## src/rtl/smg_scan_module.sv

```systemverilog
// smg_scan_module: six-digit common-anode scan driver with per-slot dead-time blanking.
// Define SMG_LZ_BLANK_EN to suppress leading zeros in slots 0..4.
module smg_scan_module #(
    parameter logic [15:0] T1MS = 16'd49999,
    parameter logic [15:0] DEAD = 16'd999
) (
    input  logic       CLK,
    input  logic       RSTn,
    input  logic [3:0] Number_Data,
    output logic [5:0] Row_Scan_Sig,
    output logic [7:0] SMG_Data
);
    logic [15:0] c;
    logic [2:0]  s;
    logic [7:0]  seg;
    logic        hide;
    logic        slot_end;

    assign slot_end = c == T1MS;

    always_ff @(posedge CLK or negedge RSTn)
        if (!RSTn) begin
            c <= '0;
            s <= '0;
        end else begin
            c <= slot_end ? '0 : c + 16'd1;
            if (s > 3'd5)
                s <= '0;
            else if (slot_end)
                s <= (s == 3'd5) ? '0 : s + 3'd1;
        end

    always_comb begin
        seg = 8'hFF;
        case (Number_Data)
            4'h0: seg = 8'hC0;
            4'h1: seg = 8'hF9;
            4'h2: seg = 8'hA4;
            4'h3: seg = 8'hB0;
            4'h4: seg = 8'h99;
            4'h5: seg = 8'h92;
            4'h6: seg = 8'h82;
            4'h7: seg = 8'hF8;
            4'h8: seg = 8'h80;
            4'h9: seg = 8'h90;
            4'hA: seg = 8'h88;
            4'hB: seg = 8'h83;
            4'hC: seg = 8'hC6;
            4'hD: seg = 8'hA1;
            4'hE: seg = 8'h86;
            4'hF: seg = 8'h8E;
        endcase
    end

`ifdef SMG_LZ_BLANK_EN
    logic nz;

    // nz remembers whether a nonzero digit has been latched earlier in this frame
    always_ff @(posedge CLK or negedge RSTn)
        if (!RSTn)
            nz <= 1'b0;
        else if (slot_end && s == 3'd5)
            nz <= 1'b0;
        else if (c == DEAD && Number_Data != 4'd0)
            nz <= 1'b1;

    assign hide = c < DEAD || (s != 3'd5 && !nz && Number_Data == 4'd0);
`else
    assign hide = c < DEAD;
`endif

    always_ff @(posedge CLK or negedge RSTn)
        if (!RSTn) begin
            Row_Scan_Sig <= 6'h3F;
            SMG_Data     <= 8'hFF;
        end else begin
            Row_Scan_Sig <= hide ? 6'h3F : ~(6'b100000 >> s);
            SMG_Data     <= hide ? 8'hFF : seg;
        end
endmodule

```

## config.mk

```make
export PLATFORM = sky130hd
export DESIGN_NAME = smg_scan_module
export DESIGN_NICKNAME = d
export VERILOG_FILES = /design/src/rtl/smg_scan_module.sv
export SDC_FILE = /design/constraint.sdc
export NUM_CORES = 1
export LEC_CHECK = 0
export CAP_MARGIN = 20
export CORE_ASPECT_RATIO = 1.25
export CORE_MARGIN = 5
export CORE_UTILIZATION = 30
export CTS_CLUSTER_SIZE = 8
export DETAILED_ROUTE_END_ITERATION = 6
export SETUP_SLACK_MARGIN = 0.4
export SYNTH_ARGS = -nofsm -noshare
export SYNTH_HDL_FRONTEND = slang
export SYNTH_SLANG_ARGS = --single-unit
```

## constraint.sdc

```tcl
create_clock -name CLK -period 4.7 [get_ports CLK]
set_input_delay 0.94 -clock CLK [delete_from_list [all_inputs] [get_ports CLK]]
set_output_delay 0.94 -clock CLK [all_outputs]
set_load 0.05 [all_outputs]
```

Yosys cells after proc, flatten, opt, wreduce, memory -nomap -nowiden
Memories as Yosys holds them, arrays and structs flattened.
Cells that the tools add are included.
{ "op_classes": {"eq_ne": 2, "shifts": 1, "n_addsub": 2, "n_mux": 6, "magnitude_cmp": 2, "n_reduce_logical": 1, "n_bitwise": 1} }
{ "ops": {"columns": ["op", "count"], "rows": [
  ["$add A16 B1 Y16 const B", 1],
  ["$eq A16 B16 Y1 const B", 1],
  ["$lt A16 B10 Y1 const B", 1],
  ["$mux W16", 1],
  ["$mux W3", 3],
  ["$mux W8", 1],
  ["$mux W6", 1],
  ["$not A6 Y6", 1],
  ["$shr A6 B3 Y6 const A", 1],
  ["$add A3 B1 Y3 const B", 1],
  ["$eq A3 B3 Y1 const B", 1],
  ["$gt A3 B3 Y1 const B", 1],
  ["$reduce_bool A2 Y1", 1]
]} }
{ "word_totals": {"reg_bits": 33, "mem_count": 1, "wordCells": 20, "mem_bits_ro": 112, "input_bits": 6, "out_inout_bits": 14} }
{ "memory_table": {"columns": ["memory", "depth", "word_bits", "rd", "rd_clocked_by_memory_dff", "write_ports", "line", "text"], "rows": [
  ["(no name shown)", 16, 7, 1, 0, 0, "35", "case (Number_Data)"]
]} }

Longest topological paths before layout
Gate-level depths: netlist (run 1).
{ "logic_depth": {"word_depth": 4, "mapped_depth": 6, "mapped_depth_nobuf": 6} }

Worst setup path before layout (run 1)
OpenSTA, ideal clock, no wires.
{ "synth_timing": {"path_type": "input port to flip-flop", "from": "input port Number_Data[0]", "to": "register SMG_Data[1]", "path_buffers": 0, "setup_slack_ns": 2.977, "required_ns": 4.606, "setup_ns": 0.094, "path_stages": 6, "arrival_time_ns": 1.629, "path_cell_list": "inv_1 > ha_1 > nand2b_1 > o21ai_0 > a32oi_1 > nand2_1"} }
{ "synth_via": {"elab_chain_len": 2} }
{ "synth_lines": {"columns": ["element", "line", "text"], "rows": [
  ["start, declared", "9", "input logic [3:0] Number_Data,"],
  ["$mem_v2 Z16 W7", null, null],
  ["$mux W8", "78", "SMG_Data <= hide ? 8'hFF : seg;"],
  ["end signal, assigned", "78", null],
  ["end, declared", "11", "output logic [7:0] SMG_Data"]
]} }
Every way passes these cells.
A chain may end at the register's enable or synchronous reset.

Final worst setup path (run 1)
{ "layout_timing": {"from": "register SMG_Data[2]", "to": "output port SMG_Data[2]"} }
No word-level cell between the ends.

==> key figures, run 1 <==
Run status
  – Status: finished, final reports clean

Drt
  – Routed length per instance: 12.6 microns
  – Routed Antenna Nets: 0
  – Routed vias/inst: 4.81
  – TritonRoute pass-1 iters: 4
  – Final wirelength: 3000 microns
  – Via count: 1139
  – DRT iter0 DRCs: 65
  – Drc violations: 0

Layout
  – # fillers: 542
  – Final net count: 186
  – N_diodes: 0
  – Most common cell after layout, fill and taps aside: dfrtp_1
  – Ratio of cells with drive above 1 in the final layout: 0.150
  – Most frequent cells in the layout: 19 x dfrtp_1, 18 x clkdlybuf4s50_1, 16 x nor2_1
  – P&R area growth vs syn: 21.3%
  – Post-route cell area: 1970 sq um

Worst hold path
  – Hold Path Origin: s[1]
  – Hold path depth: 1
  – Hold WC Path Type: reg -> reg
  – Worst Hold End: Row_Scan_Sig[3]

Setup path
  – CP top delay family: buffers and inverters
  – Worst Path Required: 3.76 ns
  – Critical-path cell list: clkdlybuf4s50_1
  – Critical Path Start: SMG_Data[2]
  – Worst-path maximum fanout: 1
  – Critical path's largest stage delay: 0.80 ns
  – FF-to-FF setup slack: 2.98 ns
  – Setup Crit Path Kind: reg -> out
  – Buffers & Inverters on Critical Path: 1
  – FF-to-FF End: Row_Scan_Sig[4]
  – CP max stage cell: clkdlybuf4s50_1
  – Reg-to-Reg Start: c[10]
  – Crit path launch type: flop
  – Crit end category: primary output
  – R2r worst-path depth: 4
  – Crit path DAT: 1.62 ns

Flow run
  – Maxcap violations: 0

Timing
  – Final Hold Viols: 0
  – Final Max Tran Viols: 0
  – Fmax: 391 MHz
  – Slew margin rel.: 0.661
  – Tightest Pin Transition: 0.507 ns
  – RSZ-0062 raised after global routing: false
  – Setup TNS Final: 0 ns
  – Tmin final: 2.56 ns
  – Tcrit/Tclk final: 0.544
  – Final clock skew: 0.00905 ns
  – # setup viols final: 0

Yosys
  – Post-synth cell types: 35
  – Fraction of registers with async set/reset: 1.00
  – Mean post-synth cell area: 10.7 sq um
  – Mux contribution to synthesized area: 0.00617
  – Synth Register Bits: 32
  – Mapped cell area: 1620 sq um
  – Synth area leader: dfrtp_1
  – Seq/Total Area, Yosys: 0.504
  – Syn nets: 166
  – Adder-cell area share of the yosys netlist: 0.0617
  – Warning count from the yosys run: 0
  – Area contributors post-synth: dfrtp_1 29%, dfstp_2 21%, ha_1 6.2%
  – Ys flop type: dfrtp_1
  – Cells after synthesis: 152
  – Largest family of logic cells by synthesized area: simple AND/OR/NAND/NOR gates
  – Synth top area share: 0.293
  – Simple-gate area share of the yosys netlist: 0.211
  – Compound-Gate Fraction of Synth Area: 0.103
  – Number of synthesized flops with an enable pin: 0
  – Post-Synth XOR/XNOR Area: 0.0756

Floorplan
  – Rows: 30
  – Starting density of the core: 0.304
  – Ports: 20
  – Die height: 92.2 microns
  – Horiz. Die Dim: 75.8 microns
  – Core area: 5330 sq um
  – Die area: 6990 sq um

Pwr
  – Power, Total: 0.562 mW
  – Leak pwr: 0.811 nW
  – Proportion of power drawn by the clock network: 0.463
  – Switching pwr: 0.121 mW
  – Comb power frac: 0.046
  – Maximum VDD drop: 173 uV
  – Internal power: 0.442 mW
  – Pwr Density: 286 nW/um^2
  – Sequential Power Share: 0.491
  – Fraction of power spent switching nets: 0.215

Place
  – Number of port buffers: 18
  – Dpl hpwl: 2050 microns
  – GP Congestion: 0.848
  – DP Area: 1860 sq um

Clock tree
  – CTS tree: yes
  – Cts hold-fix bufs: 0
  – TritonCTS buffer count: 5
  – Clock root cell: clkbuf_8
  – H-tree levels: 2
  – Clk sink count: 32
  – Post_cts resized: 0
  – Post-CTS setup buffers: 0
  – Clk_lat worst skew: 0.28 ns
  – Worst-case clock buffer depth: 2
  – Clock transition at path regs: 0.07 ns

Global route
  – Total gr overflow: 0
  – Initial antenna violation count: 0
  – Vias in the first global route: 1124
  – Global Route Usage Sum: 0.0995
  – First-pass GRT wire length: 5270 microns
  – Largest net degree at the start of global routing: 33
-- worst max path at each step --
stage               slack (ns)     endpoint  depth (start not counted)
finish                    2.14  SMG_Data[2]                          1
global route              2.10  SMG_Data[2]                          1
detailed placement        2.25  SMG_Data[1]                          7
floorplan                 2.98  SMG_Data[1]                          6
global placement          2.30  SMG_Data[1]                          7
CTS                       2.13  SMG_Data[2]                          1
-- cell usage after synthesis (all sizes together), types with 3 or more instances --
cell type  count
xor2           3
dfrtp         19
o211ai         4
and2           4
nor4           3
a21o           3
ha             8
nand2         13
inv            8
nor2          16
nand4          7
dfstp         13
o311ai         6
clkbuf         4
nand3          9
xnor2         11
-- through the flow --
step | setup slack (ns) | hold WS [ns] | util | std cells
finish | 2.14 | 0.479 | 0.369 | 237
global route | 2.10 | 0.517 | 0.369 | 237
CTS | 2.13 | 0.490 | 0.369 | 237
detailed placement | 2.25 | 0.477 | 0.349 | 229
global placement | 2.30 | 0.464 | 0.349 | 229
floorplan | 2.98 | 0.427 | - | 152
-- final cells by class --
| class | count | area (sq um) | share of cell area |
|---|---|---|---|
| multi-input cells | 106 | 744 | 0.378 |
| flip-flops and latches | 32 | 817 | 0.415 |
| clock buffers | 6 | 72.6 | 0.0369 |
| clock inverters | 2 | 35.0 | 0.0178 |
| inverters | 8 | 30.0 | 0.0153 |
| repair buffers | 19 | 188 | 0.0954 |
| well taps | 64 | 80.1 | 0.0407 |
-- flip-flops by register name, summed over array words and instances (netlist names) --
signal,flops
c,16
SMG_Data,7
Row_Scan_Sig,6
s,3
-- power by group through the flow --
stage	logic (mW)	clock network [mW]	registers, mW
4_1_cts	0.0262	0.268	0.276
6_report	0.0259	0.261	0.276
2_1_floorplan	0.0122	0	0.281
3_3_place_gp	0.0256	0	0.281
5_1_grt	0.0295	0.286	0.276
3_5_place_dp	0.0261	0	0.281
-- per-layer routing --
layer,part of all wire,global-route usage,vias up
li1,-,-,567
met1,0.45,0.128,531
met2,0.47,0.144,34
met3,0.049,0.0285,7
met4,0.031,0.0598,0
met5,0,0,-
-- cell families after synthesis --
group	after synthesis
AO/OA/AOI/OAI	20
XOR/XNOR	14
adder cells (fa/ha/maj)	8
buffers and inverters	14
flip-flops	32
multiplexers	1
other	1
AND/OR/NAND/NOR	62
Note: power is estimated with default switching activity, not from simulation.
==> run 2: changes to the inputs <==
Clock period 4.7 ns to 2 ns, I/O delays scaled along.
==> key figures, run 2 (synthesis gave the netlist of run 1 again) <==
Run status
  – Status: finished, final reports clean (unchanged)

Floorplan
  – Ports: 20 (unchanged)
  – Horiz. Die Dim: 75.8 microns (unchanged)
  – Starting density of the core: 0.304 (unchanged)
  – Rows: 30 (unchanged)
  – Core area: 5330 sq um (unchanged)
  – Die height: 92.2 microns (unchanged)
  – Die area: 6990 sq um (unchanged)

Timing
  – Final Hold Viols: 0 (unchanged)
  – RSZ-0062 raised after global routing: true (was false)
  – Final Max Tran Viols: 0 (unchanged)
  – Tcrit/Tclk final: 0.788
  – # setup viols final: 0 (unchanged)
  – Tmin final: 1.58 ns
  – Setup WS post-layout: 0.425 ns (was 2.14 ns)
  – Fmax: 635 MHz
  – Final clock skew: 0.00166 ns (was 0.00905 ns)
  – Setup TNS Final: 0 ns (unchanged)

Layout
  – Layout Utilization: 0.385 (was 0.369)
  – Most frequent cells in the layout: 23 x buf_4, 16 x nor2_1, 16 x dfrtp_1 (was 19 x dfrtp_1, 18 x clkdlybuf4s50_1, 16 x nor2_1)
  – Max reg flops: 16 (unchanged)
  – Final net count: 196 (was 186)
  – Most common cell after layout, fill and taps aside: buf_4 (was dfrtp_1)
  – Top Registers: c: 16 flops, SMG_Data: 7 flops, Row_Scan_Sig: 6 flops (unchanged)
  – Ratio of cells with drive above 1 in the final layout: 0.311 (was 0.150)
  – N_diodes: 0 (unchanged)
  – Post-route cell area: 2050 sq um (was 1970 sq um)
  – Largest Register: c (unchanged)
  – P&R area growth vs syn: 26.6% (was 21.3%)

Setup path
  – Buffers & Inverters on Critical Path: 3 (was 1)
  – Critical path's largest stage delay: 0.40 ns (was 0.80 ns)
  – Crit end category: flop (was primary output)
  – Setup Crit Path Kind: reg -> reg (was reg -> out)
  – Critical-path cell list: buf_4 -> nor4_4 -> buf_4 -> nand4_1 -> buf_4 -> o211ai_1 -> o31ai_1 (was clkdlybuf4s50_1)
  – CP top delay family: buffers and inverters (unchanged)
  – Crit path launch type: flop (unchanged)
  – Crit path DAT: 1.74 ns (was 1.62 ns)
  – Cell mode on critical path: buf_4
  – Worst Path Required: 2.16 ns (was 3.76 ns)
  – Worst-path maximum fanout: 4 (was 1)
  – CP max stage cell: dfrtp_2 (was clkdlybuf4s50_1)

Pwr
  – Leak pwr: 0.860 nW (was 0.811 nW)
  – Maximum VDD drop: 324 uV (was 173 uV)
  – Power, Total: 1.31 mW (was 0.562 mW)
  – Pwr Density: 638 nW/um^2 (was 286 nW/um^2)

Place
  – Place WS: 0.0942 ns (was 2.25 ns)
  – GP Congestion: 0.870 (was 0.848)
  – Number of port buffers: 18 (unchanged)
  – DP Area: 1850 sq um (was 1860 sq um)
  – Dpl hpwl: 2180 microns (was 2050 microns)

Drt
  – Drc violations: 0 (unchanged)
  – Routed vias/inst: 4.78 (was 4.81)
  – Via count: 1180 (was 1139)
  – TritonRoute pass-1 iters: 4 (unchanged)
  – Routed length per instance: 12.3 microns (was 12.6 microns)
  – Routed Antenna Nets: 0 (unchanged)
  – Final wirelength: 3030 microns (was 3000 microns)
  – DRT iter0 DRCs: 55 (was 65)

Flow run
  – Maxcap violations: 0 (unchanged)

Clock tree
  – Clk sink count: 32 (unchanged)
  – CTS tree: yes (unchanged)
  – Clock root cell: clkbuf_8 (unchanged)
  – Clock transition at path regs: 0.06 ns (was 0.07 ns)
  – TritonCTS buffer count: 5 (unchanged)
  – H-tree levels: 2 (unchanged)
  – Worst-case clock buffer depth: 2 (unchanged)
  – Clk_lat worst skew: 0.28 ns (about the same)

Global route
  – Total gr overflow: 0 (unchanged)
  – First-pass GRT wire length: 5430 microns (was 5270 microns)
  – Largest net degree at the start of global routing: 33 (unchanged)
  – Global Route Usage Sum: 0.103 (was 0.0995)
  – Initial antenna violation count: 0 (unchanged)
  – Vias in the first global route: 1190 (was 1124)

Worst hold path
  – Hold WC Path Type: reg -> reg (unchanged)
[run 2: cell count changes in the layout (fill, tap and decap cells not counted), moves of 3 or more]
cell,delta
clkdlybuf4s50_1,-13
dfrtp_1,-3
dfrtp_2,+3
buf_4,+22
[run 2: area by class of cell]
cell class | count | area (sq um)
repair buffers | 29 | 243
well taps | 64 | 80.1
inverters | 8 | 30.0
clock inverters | 2 | 35.0
fillers | 524 | 3280
clock buffers | 6 | 72.6
flip-flops and latches | 32 | 821
multi-input cells | 106 | 772
[run 2: where the power goes]
part / internal, mW / total, mW / switching (mW)
sequential: 0.649 / 0.649 / 0
combinational: 0.0230 / 0.0643 / 0.0412
clock: 0.369 / 0.597 / 0.228
total: 1.04 / 1.31 / 0.269
[run 2: through the flow]
step	cells	hold WS, ns
detailed placement	232	0.460
global placement	232	0.467
global route	247	0.526
finish	247	0.462
floorplan	152	0.104
CTS	244	0.467
[run 2: final timing paths]
| check | to | start | slack [ns] | cells after the start |
|---|---|---|---|---|
| worst max register to register | s[2] | c[11] | 0.42 | 7 |
| min in group asynchronous | c[12] | RSTn | 0.51 | 2 |
| worst min register to register | Row_Scan_Sig[3] | s[1] | 0.46 | 1 |
| max in group asynchronous | Row_Scan_Sig[0] | RSTn | 1.16 | 2 |
| worst max-delay path | s[2] | c[11] | 0.42 | 7 |
| worst min-delay path | Row_Scan_Sig[3] | s[1] | 0.46 | 1 |
[run 2: metal layers]
layer / global-route usage / share of wire
met2: 0.163 / 0.51
met4: 0.0627 / 0.028
met5: 0 / 0
met3: 0.0384 / 0.057
met1: 0.113 / 0.40
[run 2: what timing repair did]
item / 4_1_cts / 5_1_grt
gates cloned: 0 / 0
gates resized for setup: 6 / 4
buffers inserted: 4 / 3
hold buffers: 0 / 0
pin swaps: 1 / 4
setup endpoints to repair: 15 / 17
==> run 3: changes to the inputs <==
Clock period 2 ns to 1.55 ns, I/O delays scaled along.
==> key figures, run 3 (synthesis gave the netlist of run 1 again) <==
Run status
  – Status: complete, but fails checks (was finished, final reports clean)
  – Failing checks: negative setup slack

Floorplan
  – Ports: 20 (unchanged)
  – Core area: 5330 sq um (unchanged)
  – Die height: 92.2 microns (unchanged)
  – Starting density of the core: 0.304 (unchanged)
  – Rows: 30 (unchanged)
  – Die area: 6990 sq um (unchanged)
  – Horiz. Die Dim: 75.8 microns (unchanged)

Place
  – Dpl cells: 253 (was 232)
  – Dpl hpwl: 2320 microns (was 2180 microns)
  – Place WS: -0.141 ns (was 0.0942 ns)
  – GP Congestion: 0.842 (was 0.870)
  – Number of port buffers: 18 (unchanged)

Timing
  – Setup TNS Final: -0.0789 ns (was 0 ns)
  – Final clock skew: 0.00812 ns (was 0.00166 ns)
  – Tmin final: 1.58 ns (about the same)
  – Fmax: 633 MHz (was 635 MHz)
  – RSZ-0062 raised after global routing: true (unchanged)
  – Final Max Tran Viols: 0 (unchanged)
  – Tcrit/Tclk final: 1.02 (was 0.788)
  – Setup WS post-layout: -0.0300 ns (was 0.425 ns)
  – Final Hold Viols: 0 (unchanged)
  – # setup viols final: 4 (was 0)

Clock tree
  – Clk sink count: 32 (unchanged)
  – Cts hold-fix bufs: 0 (unchanged)
  – Clock transition at path regs: 0.07 ns (was 0.06 ns)
  – Clk_lat worst skew: 0.29 ns (was 0.28 ns)
  – H-tree levels: 2 (unchanged)
  – CTS tree: yes (unchanged)
  – TritonCTS buffer count: 5 (unchanged)
  – Clock root cell: clkbuf_8 (unchanged)
  – Worst-case clock buffer depth: 2 (unchanged)

Global route
  – Global Route Usage Sum: 0.114 (was 0.103)
  – First-pass GRT wire length: 6070 microns (was 5430 microns)
  – Vias in the first global route: 1360 (was 1190)
  – Largest net degree at the start of global routing: 33 (unchanged)
  – Initial antenna violation count: 0 (unchanged)
  – Total gr overflow: 0 (unchanged)

Setup path
  – Crit end category: flop (unchanged)
  – Cell mode on critical path: buf_6 (was buf_4)
  – Crit path DAT: 1.76 ns (was 1.74 ns)
  – Reg-to-Reg Start: c[10] (was c[11])
  – FF-to-FF setup slack: -0.03 ns (was 0.42 ns)
  – Critical path's largest stage delay: 0.37 ns (was 0.40 ns)
  – Crit path launch type: flop (unchanged)
  – Buffers & Inverters on Critical Path: 3 (unchanged)
  – Worst-path maximum fanout: 2 (was 4)
  – Critical Path Start: c[10] (was c[11])
  – CP max stage cell: dfrtp_1 (was dfrtp_2)
  – Critical-path cell list: buf_6 -> buf_6 -> buf_6 -> nand4_1 -> nor4_4 -> xnor2_1 -> nor2_1 (was buf_4 -> nor4_4 -> buf_4 -> nand4_1 -> buf_4 -> o211ai_1 -> o31ai_1)
  – Worst Path Required: 1.73 ns (was 2.16 ns)
  – CP top delay family: simple AND/OR/NAND/NOR gates (was buffers and inverters)
  – Setup Crit Path Kind: reg -> reg (unchanged)

Layout
  – Final net count: 220 (was 196)
  – Most frequent cells in the layout: 23 x buf_4, 17 x dfrtp_1, 15 x buf_12 (was 23 x buf_4, 16 x nor2_1, 16 x dfrtp_1)
  – N_diodes: 0 (unchanged)
  – P&R area growth vs syn: 57.2% (was 26.6%)
  – Max reg flops: 16 (unchanged)
  – Non-Filler Instances: 271 (was 247)
  – Ratio of cells with drive above 1 in the final layout: 0.464 (was 0.311)
  – Top Registers: c: 16 flops, SMG_Data: 7 flops, Row_Scan_Sig: 6 flops (unchanged)
  – Most common cell after layout, fill and taps aside: buf_4 (unchanged)
  – Largest Register: c (unchanged)

Pwr
  – Comb power frac: 0.057 (was 0.049)
  – Pwr Density: 676 nW/um^2 (was 638 nW/um^2)
  – Sequential Power Share: 0.486 (was 0.495)
  – Fraction of power spent switching nets: 0.212 (was 0.205)
  – Switching pwr: 0.366 mW (was 0.269 mW)
  – Proportion of power drawn by the clock network: 0.458 (was 0.456)
  – Internal power: 1.36 mW (was 1.04 mW)
  – Leak pwr: 1.14 nW (was 0.860 nW)
  – Power, Total: 1.72 mW (was 1.31 mW)
  – Maximum VDD drop: 318 uV (was 324 uV)

Drt
  – Routed vias/inst: 4.84 (was 4.78)
  – TritonRoute pass-1 iters: 5 (was 4)
  – Routed length per instance: 13.2 microns (was 12.3 microns)
  – Via count: 1312 (was 1180)
  – Routed Antenna Nets: 0 (unchanged)
  – DRT iter0 DRCs: 50 (was 55)
  – Drc violations: 0 (unchanged)
  – Final wirelength: 3570 microns (was 3030 microns)

Worst hold path
  – Hold WC Path Type: in -> async (was reg -> reg)

Flow run
  – Maxcap violations: 0 (unchanged)
run 3: cell count changes in the layout (fill, tap and decap cells not counted), moves of 2 or more:
cell and change:
buf_12 +14, buf_6 +10, nor2_1 -7, nor2_4 +4
nand2_1 -3, nor2_2 +3, nand2_2 +2, nor4_1 -2
xnor2_1 -2, xnor2_2 +2
run 3: timing repair:
action                                 in CTS  in global routing
setup buffers                               6                  4
gates cloned                                0                  0
endpoints found under the hold margin       0                  0
setup endpoints to repair                  43                 44
gates resized for setup                    18                 21
pin swaps                                  13                 12
run 3: power groups by stage:
stage	logic [mW]	registers [mW]	clock network, mW
4_1_cts	0.0964	0.837	0.801
6_report	0.0979	0.837	0.788
5_1_grt	0.111	0.836	0.850
2_1_floorplan	0.0371	0.851	0
3_3_place_gp	0.0949	0.851	0
3_5_place_dp	0.0962	0.851	0
run 3: per-stage QoR:
step | hold WS (ns) | util | area (sq um)
2_1_floorplan | 0.0144 | - | 1640
5_1_grt | 0.396 | 0.478 | 2550
6_report | 0.377 | 0.478 | 2550
3_5_place_dp | 0.464 | 0.412 | 2200
4_1_cts | 0.389 | 0.457 | 2430
3_3_place_gp | 0.465 | 0.412 | 2200
run 3: path summary, 6_finish.rpt:
path | endpoint | depth (start not counted)
max | c[15] | 7
min | c[10] | 2
max reg2reg | c[15] | 7
min reg2reg | Row_Scan_Sig[3] | 1
max in group asynchronous | SMG_Data[6] | 2
min in group CLK | SMG_Data[6] | 3
run 3: routing by layer:
metal / vias to the layer above / share of wire / global-route usage
met5: - / 0 / 0
met2: 28 / 0.55 / 0.184
li1: 641 / - / -
met3: 6 / 0.038 / 0.0274
met4: 0 / 0.026 / 0.0569
met1: 637 / 0.39 / 0.135
run 3: cell type report:
class                           count  area, sq um
Clock buffer                        6         72.6
Clock inverter                      2         35.0
Fill cell                         504         2780
Inverter                            8         30.0
Multi-Input combinational cell    106          873
Sequential cell                    32          820
Tap cell                           64         80.1
Timing Repair Buffer               53          638
